--- src/rtl/serial_adder_ctrl_pkg.sv ---
// -----------------------------------------------------------------------------
// serial_adder_ctrl_pkg
//   Shared definitions for the bit-serial adder controller:
//     - state encoding constants and the FSM state enum (IDLE, RUN, DONE)
//     - default operand/result width
// -----------------------------------------------------------------------------
package serial_adder_ctrl_pkg;

    localparam int DEFAULT_WIDTH = 8;

    localparam logic [1:0] ST_IDLE = 2'b00;
    localparam logic [1:0] ST_RUN  = 2'b01;
    localparam logic [1:0] ST_DONE = 2'b10;

    typedef enum logic [1:0] {
        IDLE = ST_IDLE,
        RUN  = ST_RUN,
        DONE = ST_DONE
    } state_t;

endpackage : serial_adder_ctrl_pkg

--- src/rtl/serial_adder_ctrl_full_adder_bit.sv ---
// -----------------------------------------------------------------------------
// full_adder_bit
//   One-bit full adder made of two half-adder stages; the two half-adder
//   carries are ORed to form the carry-out.
//   Ports:
//     a, b  : input  operand bits
//     cin   : input  carry-in
//     s     : output sum bit
//     cout  : output carry-out
// -----------------------------------------------------------------------------
module full_adder_bit (
    input  logic a,
    input  logic b,
    input  logic cin,
    output logic s,
    output logic cout
);

    logic s1;   // first half adder: a + b
    logic c1;
    logic c2;   // second half adder: s1 + cin

    assign s1   = a ^ b;
    assign c1   = a & b;
    assign s    = s1 ^ cin;
    assign c2   = s1 & cin;
    assign cout = c1 | c2;

endmodule : full_adder_bit

--- src/rtl/serial_adder_ctrl.sv ---
// -----------------------------------------------------------------------------
// serial_adder_ctrl
//   Bit-serial adder: Sum = (A + B) mod 2^WIDTH, computed LSB first through a
//   single full_adder_bit over WIDTH RUN cycles.
//   Optional feature macro: SERIAL_ADDER_CARRY_EN (adds the Carry output).
//   Ports:
//     clk    : input  clock, rising-edge
//     rst_n  : input  asynchronous active-low reset
//     start  : input  begin an addition (only honoured in IDLE)
//     A, B   : input  operands, captured on the edge that accepts start
//     busy   : output high in RUN and DONE
//     done   : output one-cycle pulse in DONE, result valid
//     Sum    : output registered result, held until the next accepted start
//     Carry  : output final carry-out (only with SERIAL_ADDER_CARRY_EN)
// -----------------------------------------------------------------------------
module serial_adder_ctrl
    import serial_adder_ctrl_pkg::*;
#(
    parameter int WIDTH = DEFAULT_WIDTH
) (
    input  logic             clk,
    input  logic             rst_n,
    input  logic             start,
    input  logic [WIDTH-1:0] A,
    input  logic [WIDTH-1:0] B,
    output logic             busy,
    output logic             done,
    output logic [WIDTH-1:0] Sum
`ifdef SERIAL_ADDER_CARRY_EN
   ,output logic             Carry
`endif
);

    // Counts 0..WIDTH; sized so the final increment never wraps.
    localparam int CNT_W = $clog2(WIDTH + 1);

    state_t             state;
    state_t             state_nxt;
    logic [WIDTH-1:0]   a_sh;
    logic [WIDTH-1:0]   b_sh;
    logic [WIDTH-1:0]   sum_q;
    logic               carry_q;
    logic [CNT_W-1:0]   cnt;
    logic               accept;
    logic               last_bit;
    logic               fa_s;
    logic               fa_cout;

    assign accept   = (state == IDLE) && start;
    assign last_bit = (cnt == CNT_W'(WIDTH - 1));

    // The one full adder, reused on every RUN cycle.
    full_adder_bit u_fa (
        .a    (a_sh[0]),
        .b    (b_sh[0]),
        .cin  (carry_q),
        .s    (fa_s),
        .cout (fa_cout)
    );

    // -------------------------------------------------------------------------
    // FSM state register
    // -------------------------------------------------------------------------
    // NOTE: sequential state uses non-blocking assignments so every flop
    // samples the pre-edge values, independent of statement order.
    always_ff @(posedge clk or negedge rst_n) begin
        if (!rst_n) begin
            state <= IDLE;
        end else begin
            state <= state_nxt;
        end
    end

    // -------------------------------------------------------------------------
    // FSM next state and outputs
    // -------------------------------------------------------------------------
    // NOTE: every output of this block gets a default first, so no path can
    // leave a signal unassigned and infer a latch.
    always_comb begin
        state_nxt = state;
        busy      = 1'b0;
        done      = 1'b0;
        case (state)
            IDLE: begin
                if (start) state_nxt = RUN;
            end
            RUN: begin
                busy = 1'b1;
                if (last_bit) state_nxt = DONE;
            end
            DONE: begin
                busy      = 1'b1;
                done      = 1'b1;
                state_nxt = IDLE;
            end
            default: state_nxt = IDLE;
        endcase
    end

    // -------------------------------------------------------------------------
    // Datapath: operand shifters, result shifter, carry flop, bit counter
    // -------------------------------------------------------------------------
    // NOTE: the operand registers are plain flops, not a memory, so they are
    // reset along with everything else; reset must leave no stale operand.
    always_ff @(posedge clk or negedge rst_n) begin
        if (!rst_n) begin
            a_sh    <= '0;
            b_sh    <= '0;
            sum_q   <= '0;
            carry_q <= 1'b0;
            cnt     <= '0;
        end else if (accept) begin
            a_sh    <= A;
            b_sh    <= B;
            sum_q   <= '0;
            carry_q <= 1'b0;
            cnt     <= '0;
        end else if (state == RUN) begin
            a_sh    <= a_sh >> 1;
            b_sh    <= b_sh >> 1;
            // LSB-first result enters at the MSB; after WIDTH shifts bit 0
            // holds the first computed bit.
            sum_q   <= {fa_s, sum_q[WIDTH-1:1]};
            // After the last RUN cycle this is the final carry-out; it is
            // left untouched until the next accepted start.
            carry_q <= fa_cout;
            cnt     <= cnt + CNT_W'(1);
        end
    end

    assign Sum = sum_q;

`ifdef SERIAL_ADDER_CARRY_EN
    assign Carry = carry_q;
`endif

endmodule : serial_adder_ctrl

--- config.mk ---
export PLATFORM = sky130hd
export DESIGN_NAME = serial_adder_ctrl
export DESIGN_NICKNAME = d
export VERILOG_FILES = /design/src/rtl/serial_adder_ctrl_pkg.sv /design/src/rtl/serial_adder_ctrl_full_adder_bit.sv /design/src/rtl/serial_adder_ctrl.sv
export SDC_FILE = /design/constraint.sdc
export NUM_CORES = 1
export LEC_CHECK = 0
export CAP_MARGIN = 20
export CELL_PAD_IN_SITES_DETAIL_PLACEMENT = 0
export CELL_PAD_IN_SITES_GLOBAL_PLACEMENT = 1
export CORE_AREA = 2 2 57 72
export DETAILED_ROUTE_END_ITERATION = 16
export DIE_AREA = 0 0 59 74
export HOLD_SLACK_MARGIN = 0.12
export PLACE_DENSITY = 0.78
export SETUP_SLACK_MARGIN = 0.3
export SLEW_MARGIN = 30
export SYNTH_ARGS = -nofsm -noshare
export SYNTH_HDL_FRONTEND = slang
export SYNTH_HIERARCHICAL = 1
export SYNTH_SLANG_ARGS = --single-unit
export TNS_END_PERCENT = 1
--- constraint.sdc ---
create_clock -name clk -period 3 [get_ports clk]
set_clock_uncertainty 0.05 [all_clocks]
set_input_delay 0.9 -clock clk [delete_from_list [all_inputs] [get_ports clk]]
set_output_delay 0.9 -clock clk [all_outputs]
set_load 0.02 [all_outputs]
==> reports/metrics.csv, run 1 <==
metric,value,unit
outcome,"finished, final reports clean",
"Max FO, Critical Path",4,
CTS tree,yes,
DP Area,1820,sq um
Final setup viols,0,
Post-CTS Setup Inserts,0,
design area,1900,sq um
Worst Max-Slew Pin Slew,0.621,ns
vias in the first global route,1003,
CTS Hold Buffers Added,0,
Yosys reg bits,31,
Crit path depth,3,
drt pass-1 iters,3,
startpoint types,register,
post-layout util,0.516,
max_slew headroom,0.586,
WP buf/inv,2,
# DRC,0,
"commonest non-fill, non-tap cells in the layout","dfrtp_1 (31), clkdlybuf4s50_1 (28), mux2i_1 (24), nand2_1 (17), nor2_1 (11)",
share of cells above drive strength 1,0.150,
Overall Power,1.90,mW
register area share after synthesis,0.510,
worst setup margin,0.404,ns
Final period util,0.865,
Critical Path Source,state[0],
Setup WS pre-CTS,0.687,ns
Synth warnings,6,
drt first-iter violations,19,
Ports,29,
site row count,25,
R2R depth,5,
fmax,385,MHz
Synth Flop Type,dfrtp_1,
asr flop ratio synth,1.00,
Final GP Congestion,0.701,
Die Y,74,microns
Final #Nets,186,
CTS root buffer,clkbuf_8,
DIE AREA,4370,sq um
Crit path arrival time,1.65,ns
clock sink count,31,
RSZ-0062 raised after global routing,no,
post-route insts no fill,200,
Gate Count Post-Synth,130,
Post-synth EDFFs,0,
Vias/cell,4.91,
Peak VDD IR,0.389,mV
Inserted Clock Buffers,5,
"most common cell after layout, fill and taps aside",dfrtp_1,
CP cell instances,inv_1 > ha_1 > clkdlybuf4s50_1,
Worst Hold Class,reg2reg,
WS Path Type,reg2out,
worst hold path startpoint,state[1],
Final Hold Vio Count,0,
PwrDens,998,nW/um^2
kind of end point of the critical path,primary output,
H-tree depth,2,
Max clock buf depth,2,
leakage,0.847,nW
Inst Count DP,193,
"CTS clk-pin slew, worst paths",0.06,ns
"Area growth, synth to finish",25.1,%
CP max stage delay,0.60,ns
CP top delay family,buffers and inverters,
drt wl/cell,12.5,microns
total track usage,0.136,
slowest CP cell,clkdlybuf4s50_1,
DIE WIDTH,59,microns
clock latency on the worst-skew pair,0.28,ns
Critical Path RT,2.05,ns
first-pass GRT wire length,4330,microns
WHS Path Cells,1,
Max Slew Vio Count,0,
initial core utilization,0.412,
core area,3690,sq um
largest net degree at the start of global routing,32,
grt ovf,0,
synthesized area per cell,11.7,sq um
remaining antenna violation count,0,
post-cts resize count,0,
Hold WS,0.473,ns
drt total wl,2490,microns
Via Count,981,
HPWL after DPL,1810,microns
Synth Net Count,156,
Setup TNS,0,ns
Synth cell types,24,
Synth Cell Area,1520,sq um
Final min period,2.60,ns
Max Cap Viol,0,
r2r startpoint,state[1],
initial antenna violation count,0,
ANT cells,0,
number of buffers inserted by port buffering,28,
[power breakdown]
part	switching (mW)	leakage (nW)	internal, mW
clock network	0.140	0.0470	0.179
logic	0.441	0.400	0.425
registers	0.114	0.401	0.598
[synthesized netlist by cell type (all sizes together), types with 2 or more instances]
cell / instances / area [sq um]
buf: 7 / 67.6
dfrtp: 31 / 776
ha: 6 / 75.1
inv: 2 / 7.51
mux2: 2 / 22.5
mux2i: 24 / 240
nand2: 17 / 63.8
nand2b: 2 / 12.5
nor2: 13 / 53.8
o21ai: 16 / 114
xor2: 2 / 17.5
[state kept, by name, summed over array words and instances (netlist names)]
register,count
Sum,8
a_sh,8
b_sh,8
cnt,4
state,2
carry_q,1
[logic make-up (layout without fill, tap and decap cells)]
logic type	Yosys count	after routing	share of synthesized area
flops	31	31	0.510
compound gates	17	17	0.0806
simple gates	36	36	0.103
mux	26	26	0.173
xor+xnor	3	3	0.0173
buf+inv	10	40	0.0543
fa+ha+maj	7	7	0.0625
[per-layer routing]
| metal | part of all wire | up-vias | global-route usage |
|---|---|---|---|
| met4 | 0.016 | 0 | 0.0606 |
| met5 | 0 | - | 0 |
| met3 | 0.049 | 4 | 0.0574 |
| li1 | - | 490 | - |
| met1 | 0.42 | 469 | 0.142 |
| met2 | 0.52 | 18 | 0.238 |
[final timing paths]
| kind | endpoint | slack (ns) |
|---|---|---|
| setup / recovery | busy | 0.40 |
| hold / removal | state[1] | 0.47 |
| setup reg to reg | b_sh[6] | 1.11 |
| hold reg to reg | state[1] | 0.47 |
| max in group asynchronous | a_sh[7] | 1.66 |
| min in group asynchronous | Sum[5] | 0.95 |
[area by class of cell]
type / instances / area [sq um]
clock buffer: 6 / 82.6
multi-input combinational: 89 / 667
tap: 40 / 50.0
sequential: 31 / 776
clock inverter: 1 / 5.00
fill: 344 / 1790
inverter: 2 / 7.51
timing repair buffer: 31 / 315
No activity file was read; power rests on OpenSTA's default activity.
==> run 2: changes to the inputs <==
- PLACE_DENSITY: 0.78 -> 0.91
==> reports/metrics.csv, run 2 (synthesis results as in run 1) <==
metric,value,unit,change
outcome,"finished, final reports clean",,
Crit path arrival time,1.67,ns,+0.02 ns
remaining antenna violation count,0,,unchanged
Ports,29,,unchanged
worst setup margin,0.383,ns,-0.0210 ns
R2R depth,5,,unchanged
startpoint types,register,,
Max Slew Vio Count,0,,unchanged
post-route insts no fill,201,,+0.50%
drt total wl,2740,microns,+9.9%
Final min period,2.62,ns,+0.0210 ns
drt wl/cell,13.6,microns,+9.4%
Hold WS,0.483,ns,+0.00987 ns
kind of end point of the critical path,primary output,,
Worst Max-Slew Pin Slew,0.455,ns,-0.166 ns
Int Pwr,1.18,mW,-1.9%
Setup WS pre-CTS,0.659,ns,-0.0287 ns
sw frac,0.379,,+0.0121
Die Y,74,microns,unchanged
fmax,382,MHz,-0.80%
initial core utilization,0.412,,unchanged
Critical Path Source,state[0],,
Sw Pwr,0.719,mW,+3.3%
H-tree depth,2,,unchanged
drt pass-1 iters,3,,unchanged
"Area growth, synth to finish",24.5,%,
max_slew headroom,0.697,,+0.111
Final setup viols,0,,unchanged
sequential power share,0.377,,+0.002
Final Hold Vio Count,0,,unchanged
"Max FO, Critical Path",4,,unchanged
DP Area,1810,sq um,-0.14%
Setup TNS,0,ns,unchanged
number of buffers inserted by port buffering,28,,unchanged
initial antenna violation count,0,,unchanged
Via Count,1030,,+5.0%
Critical Path RT,2.05,ns,about the same
CTS Hold Buffers Added,0,,unchanged
Inst Count DP,193,,unchanged
HPWL after DPL,1920,microns,+5.7%
largest net degree at the start of global routing,32,,unchanged
RSZ-0062 raised after global routing,no,,
post-cts resize count,0,,unchanged
"most common cell after layout, fill and taps aside",dfrtp_1,,
clock sink count,31,,unchanged
vias in the first global route,1077,,+7.4%
CTS root buffer,clkbuf_8,,
R2R Path End,state[0],,
# DRC,0,,unchanged
drt first-iter violations,18,,-1
r2r startpoint,state[1],,
PwrDens,1000,nW/um^2,+0.48%
leakage,0.844,nW,-0.40%
share of cells above drive strength 1,0.137,,-0.0134
Final period util,0.872,,+0.00700
site row count,25,,unchanged
grt ovf,0,,unchanged
Peak VDD IR,0.403,mV,+3.5%
ANT cells,0,,unchanged
Vias/cell,5.12,,+4.5%
DIE WIDTH,59,microns,unchanged
core area,3690,sq um,unchanged
Worst Setup EP,busy,,
Final GP Congestion,0.689,,-1.7%
CTS tree,yes,,
DIE AREA,4370,sq um,unchanged
Inserted Clock Buffers,5,,unchanged
"commonest non-fill, non-tap cells in the layout","dfrtp_1 (31), clkdlybuf4s50_1 (28), mux2i_1 (24), nand2_1 (17), nor2_1 (11)",,
first-pass GRT wire length,4550,microns,+4.9%
Max Cap Viol,0,,unchanged
design area,1890,sq um,-0.46%
clock latency on the worst-skew pair,0.28,ns,about the same
R2R setup slack,1.27,ns,+0.16 ns
Post-CTS Setup Inserts,0,,unchanged
Worst Hold Class,reg2reg,,
Final #Nets,186,,unchanged
Clk pwr share,0.161,,-0.007
power share of the combinational group,0.462,,+0.006
WS Path Type,reg2out,,
"CTS clk-pin slew, worst paths",0.06,ns,about the same
Max clock buf depth,2,,unchanged
total track usage,0.140,,+0.00311
-- run 2: changes by cell type in the layout (fill, tap and decap cells not counted), sizes merged --
cell | previous run | this run
clkbuf | 6 | 7
-- run 2: area by class of cell --
class	count	area, sq um
clock buffers	7	76.3
flip-flops and latches	31	776
multi-input cells	89	664
fillers	359	1800
well taps	40	50.0
clock inverters	1	5.00
repair buffers	31	315
inverters	2	7.51
-- run 2: routing by layer --
metal	global-route usage	part of all wire	vias up
met5	0	0	-
met4	0.0758	0.024	0
met2	0.258	0.54	21
li1	-	-	497
met3	0.0365	0.037	8
met1	0.140	0.39	504
-- run 2: worst min-delay path by stage --
stage / slack (ns) / start / endpoint / cells after the start
finish: 0.48 / Sum[0] / Sum[0] / 2
global route: 0.51 / state[1] / state[1] / 1
CTS: 0.49 / Sum[0] / Sum[0] / 2
detailed placement: 0.47 / Sum[0] / Sum[0] / 2
global placement: 0.45 / state[1] / state[1] / 1
floorplan: 0.43 / state[1] / state[1] / 1
-- run 2: per-stage QoR --
stage	util	total power [mW]
after floorplan	-	1.40
after global placement	0.491	1.56
after detailed placement	0.491	1.61
after CTS	0.513	1.93
after global routing	0.513	2.04
final	0.513	1.90
-- run 2: critical path, cell delays in order, from the launching register on --
cell and delay, ns:
dfrtp_1 0.40, inv_1 0.10, ha_1 0.29, clkdlybuf4s50_1 0.60
-- run 2: power groups by stage --
stage	sequential, mW	clock, mW	combinational (mW)
after detailed placement	0.724	0	0.888
after CTS	0.720	0.317	0.893
after global routing	0.743	0.330	0.966
after floorplan	0.732	0	0.670
after global placement	0.711	0	0.850
final	0.716	0.305	0.877
==> run 3: changes to the inputs <==
- SYNTH_HIERARCHICAL: 1 -> default
==> reports/metrics.csv, run 3 <==
metric,value,unit,change
top-count cell post-synth,dfrtp_1,,
drt total wl,2640,microns,-3.9%
total track usage,0.142,,+0.00240
synthesized area per cell,11.7,sq um,-0.16%
DIE AREA,4370,sq um,unchanged
Critical Path RT,2.05,ns,about the same
grt ovf,0,,unchanged
sw frac,0.360,,-0.0184
Final min period,2.60,ns,-0.0190 ns
leakage,0.859,nW,+1.8%
Sw Pwr,0.717,mW,-0.29%
core area,3690,sq um,unchanged
power share of the combinational group,0.432,,-0.030
Post-synth EDFFs,0,,unchanged
number of buffers inserted by port buffering,28,,unchanged
remaining antenna violation count,0,,unchanged
Die Y,74,microns,unchanged
Worst Hold Class,reg2reg,,
CTS Hold Buffers Added,0,,unchanged
Final Hold Vio Count,0,,unchanged
register area share after synthesis,0.511,,+0.000840
CTS tree,yes,,
drt wl/cell,13.1,microns,-3.9%
post-cts resize count,0,,unchanged
Inserted Clock Buffers,5,,unchanged
Final #Nets,186,,unchanged
"Max FO, Critical Path",4,,unchanged
Via Count,995,,-3.4%
"Area growth, synth to finish",26.0,%,
max_slew headroom,0.685,,-0.0119
Post-CTS Setup Inserts,0,,unchanged
Yosys reg bits,31,,unchanged
"CTS clk-pin slew, worst paths",0.06,ns,about the same
Crit path arrival time,1.65,ns,-0.02 ns
Final setup viols,0,,unchanged
Ports,29,,unchanged
fmax,385,MHz,+0.73%
Synth Cell Area,1520,sq um,-0.16%
post-synth top area cell,dfrtp_1,,
clock latency on the worst-skew pair,0.28,ns,about the same
Max Cap Viol,0,,unchanged
Overall Power,1.99,mW,+4.8%
startpoint types,register,,
Vias/cell,4.95,,-3.4%
sequential power share,0.359,,-0.018
Final GP Congestion,0.694,,+0.73%
DIE WIDTH,59,microns,unchanged
worst setup margin,0.402,ns,+0.0190 ns
PwrDens,1040,nW/um^2,+3.7%
Gate Count Post-Synth,130,,unchanged
initial core utilization,0.412,,-0.000678
drt first-iter violations,11,,-7
share of cells above drive strength 1,0.137,,unchanged
drt pass-1 iters,4,,+1
Max clock buf depth,2,,unchanged
top cell type's share of synthesized area,0.511,,+0.000840
Hold WS,0.474,ns,-0.00851 ns
kind of end point of the critical path,primary output,,
"top cells by area, synth","dfrtp_1 (51%), mux2i_1 (16%), o21ai_2 (5.2%)",,
Synth Net Count,156,,unchanged
largest net degree at the start of global routing,46,,+44%
ANT cells,0,,unchanged
Int Pwr,1.27,mW,+7.9%
HPWL after DPL,1840,microns,-3.8%
Peak VDD IR,0.534,mV,+33%
Synth warnings,0,,-6
Final period util,0.866,,-0.00632
"commonest non-fill, non-tap cells in the layout","dfrtp_1 (31), clkdlybuf4s50_1 (28), mux2i_1 (24), nand2_1 (17), nor2_1 (12)",,
Worst Max-Slew Pin Slew,0.473,ns,+0.0179 ns
outcome,"finished, final reports clean",,
asr flop ratio synth,1.00,,unchanged
initial antenna violation count,0,,unchanged
"most common cell after layout, fill and taps aside",dfrtp_1,,
site row count,25,,unchanged
CTS root buffer,clkbuf_8,,
Max Slew Vio Count,0,,unchanged
# DRC,0,,unchanged
WS Path Type,reg2out,,
vias in the first global route,1045,,-3.0%
H-tree depth,2,,unchanged
Clk pwr share,0.209,,+0.048
first-pass GRT wire length,4550,microns,+0.15%
post-layout util,0.519,,+0.00542
Synth Flop Type,dfrtp_1,,
Setup TNS,0,ns,unchanged
Setup WS pre-CTS,0.691,ns,+0.0326 ns
RSZ-0062 raised after global routing,no,,
"top cells by count, synth","dfrtp_1 (31), mux2i_1 (24), nand2_1 (17), nor2_1 (12), o21ai_2 (9)",,
Synth cell types,24,,unchanged
clock sink count,31,,unchanged
## run 3: power groups by stage
stage	logic, mW	clock network (mW)	registers (mW)
after floorplan	0.670	0	0.732
after global placement	0.826	0	0.711
after detailed placement	0.873	0	0.725
after CTS	0.877	0.428	0.718
after global routing	0.969	0.447	0.741
final	0.860	0.415	0.714
## run 3: metal layers
metal	global-route usage	vias up	wire length (microns)	part of all wire
li1	-	494	-	-
met1	0.169	479	1050	0.40
met2	0.237	17	1430	0.54
met3	0.0435	5	97	0.037
met4	0.0606	0	56	0.021
met5	0	-	0	0
## run 3: final timing paths
path                          start       end  slack [ns]  cells past startpoint
setup / recovery           state[0]      busy        0.40                      3
hold / removal             state[1]  state[1]        0.47                      1
setup reg to reg           state[1]    cnt[3]        1.28                      6
hold reg to reg            state[1]  state[1]        0.47                      1
max in group asynchronous     rst_n   a_sh[6]        1.66                      2
min in group asynchronous     rst_n    Sum[5]        0.96                      2
## run 3: final cells by class
type / instances / area (sq um)
clock buffer: 6 / 82.6
clock inverter: 2 / 35.0
fill: 343 / 1780
inverter: 2 / 7.51
multi-input combinational: 89 / 661
sequential: 31 / 776
tap: 40 / 50.0
timing repair buffer: 31 / 303
## run 3: logic make-up (layout without fill, tap and decap cells)
group                    count (synthesis)  count (layout)  share of synthesized area
AND/OR/NAND/NOR                         36              36                      0.101
XOR/XNOR                                 3               3                     0.0173
buffers and inverters                   10              41                     0.0544
multiplexers                            26              26                      0.173
AO/OA/AOI/OAI                           17              17                     0.0807
flip-flops                              31              31                      0.511
adder cells (fa/ha/maj)                  7               7                     0.0626
## run 3: per-stage QoR
step / std cells / cell area (sq um)
after floorplan: 130 / 1520
after global placement: 193 / 1800
after detailed placement: 193 / 1800
after CTS: 201 / 1910
after global routing: 201 / 1910
final: 201 / 1910
## run 3: worst max-delay path: stages, from the launching register on
cell	delay [ns]
dfrtp_1	0.39
inv_1	0.10
ha_1	0.29
clkdlybuf4s50_1	0.60
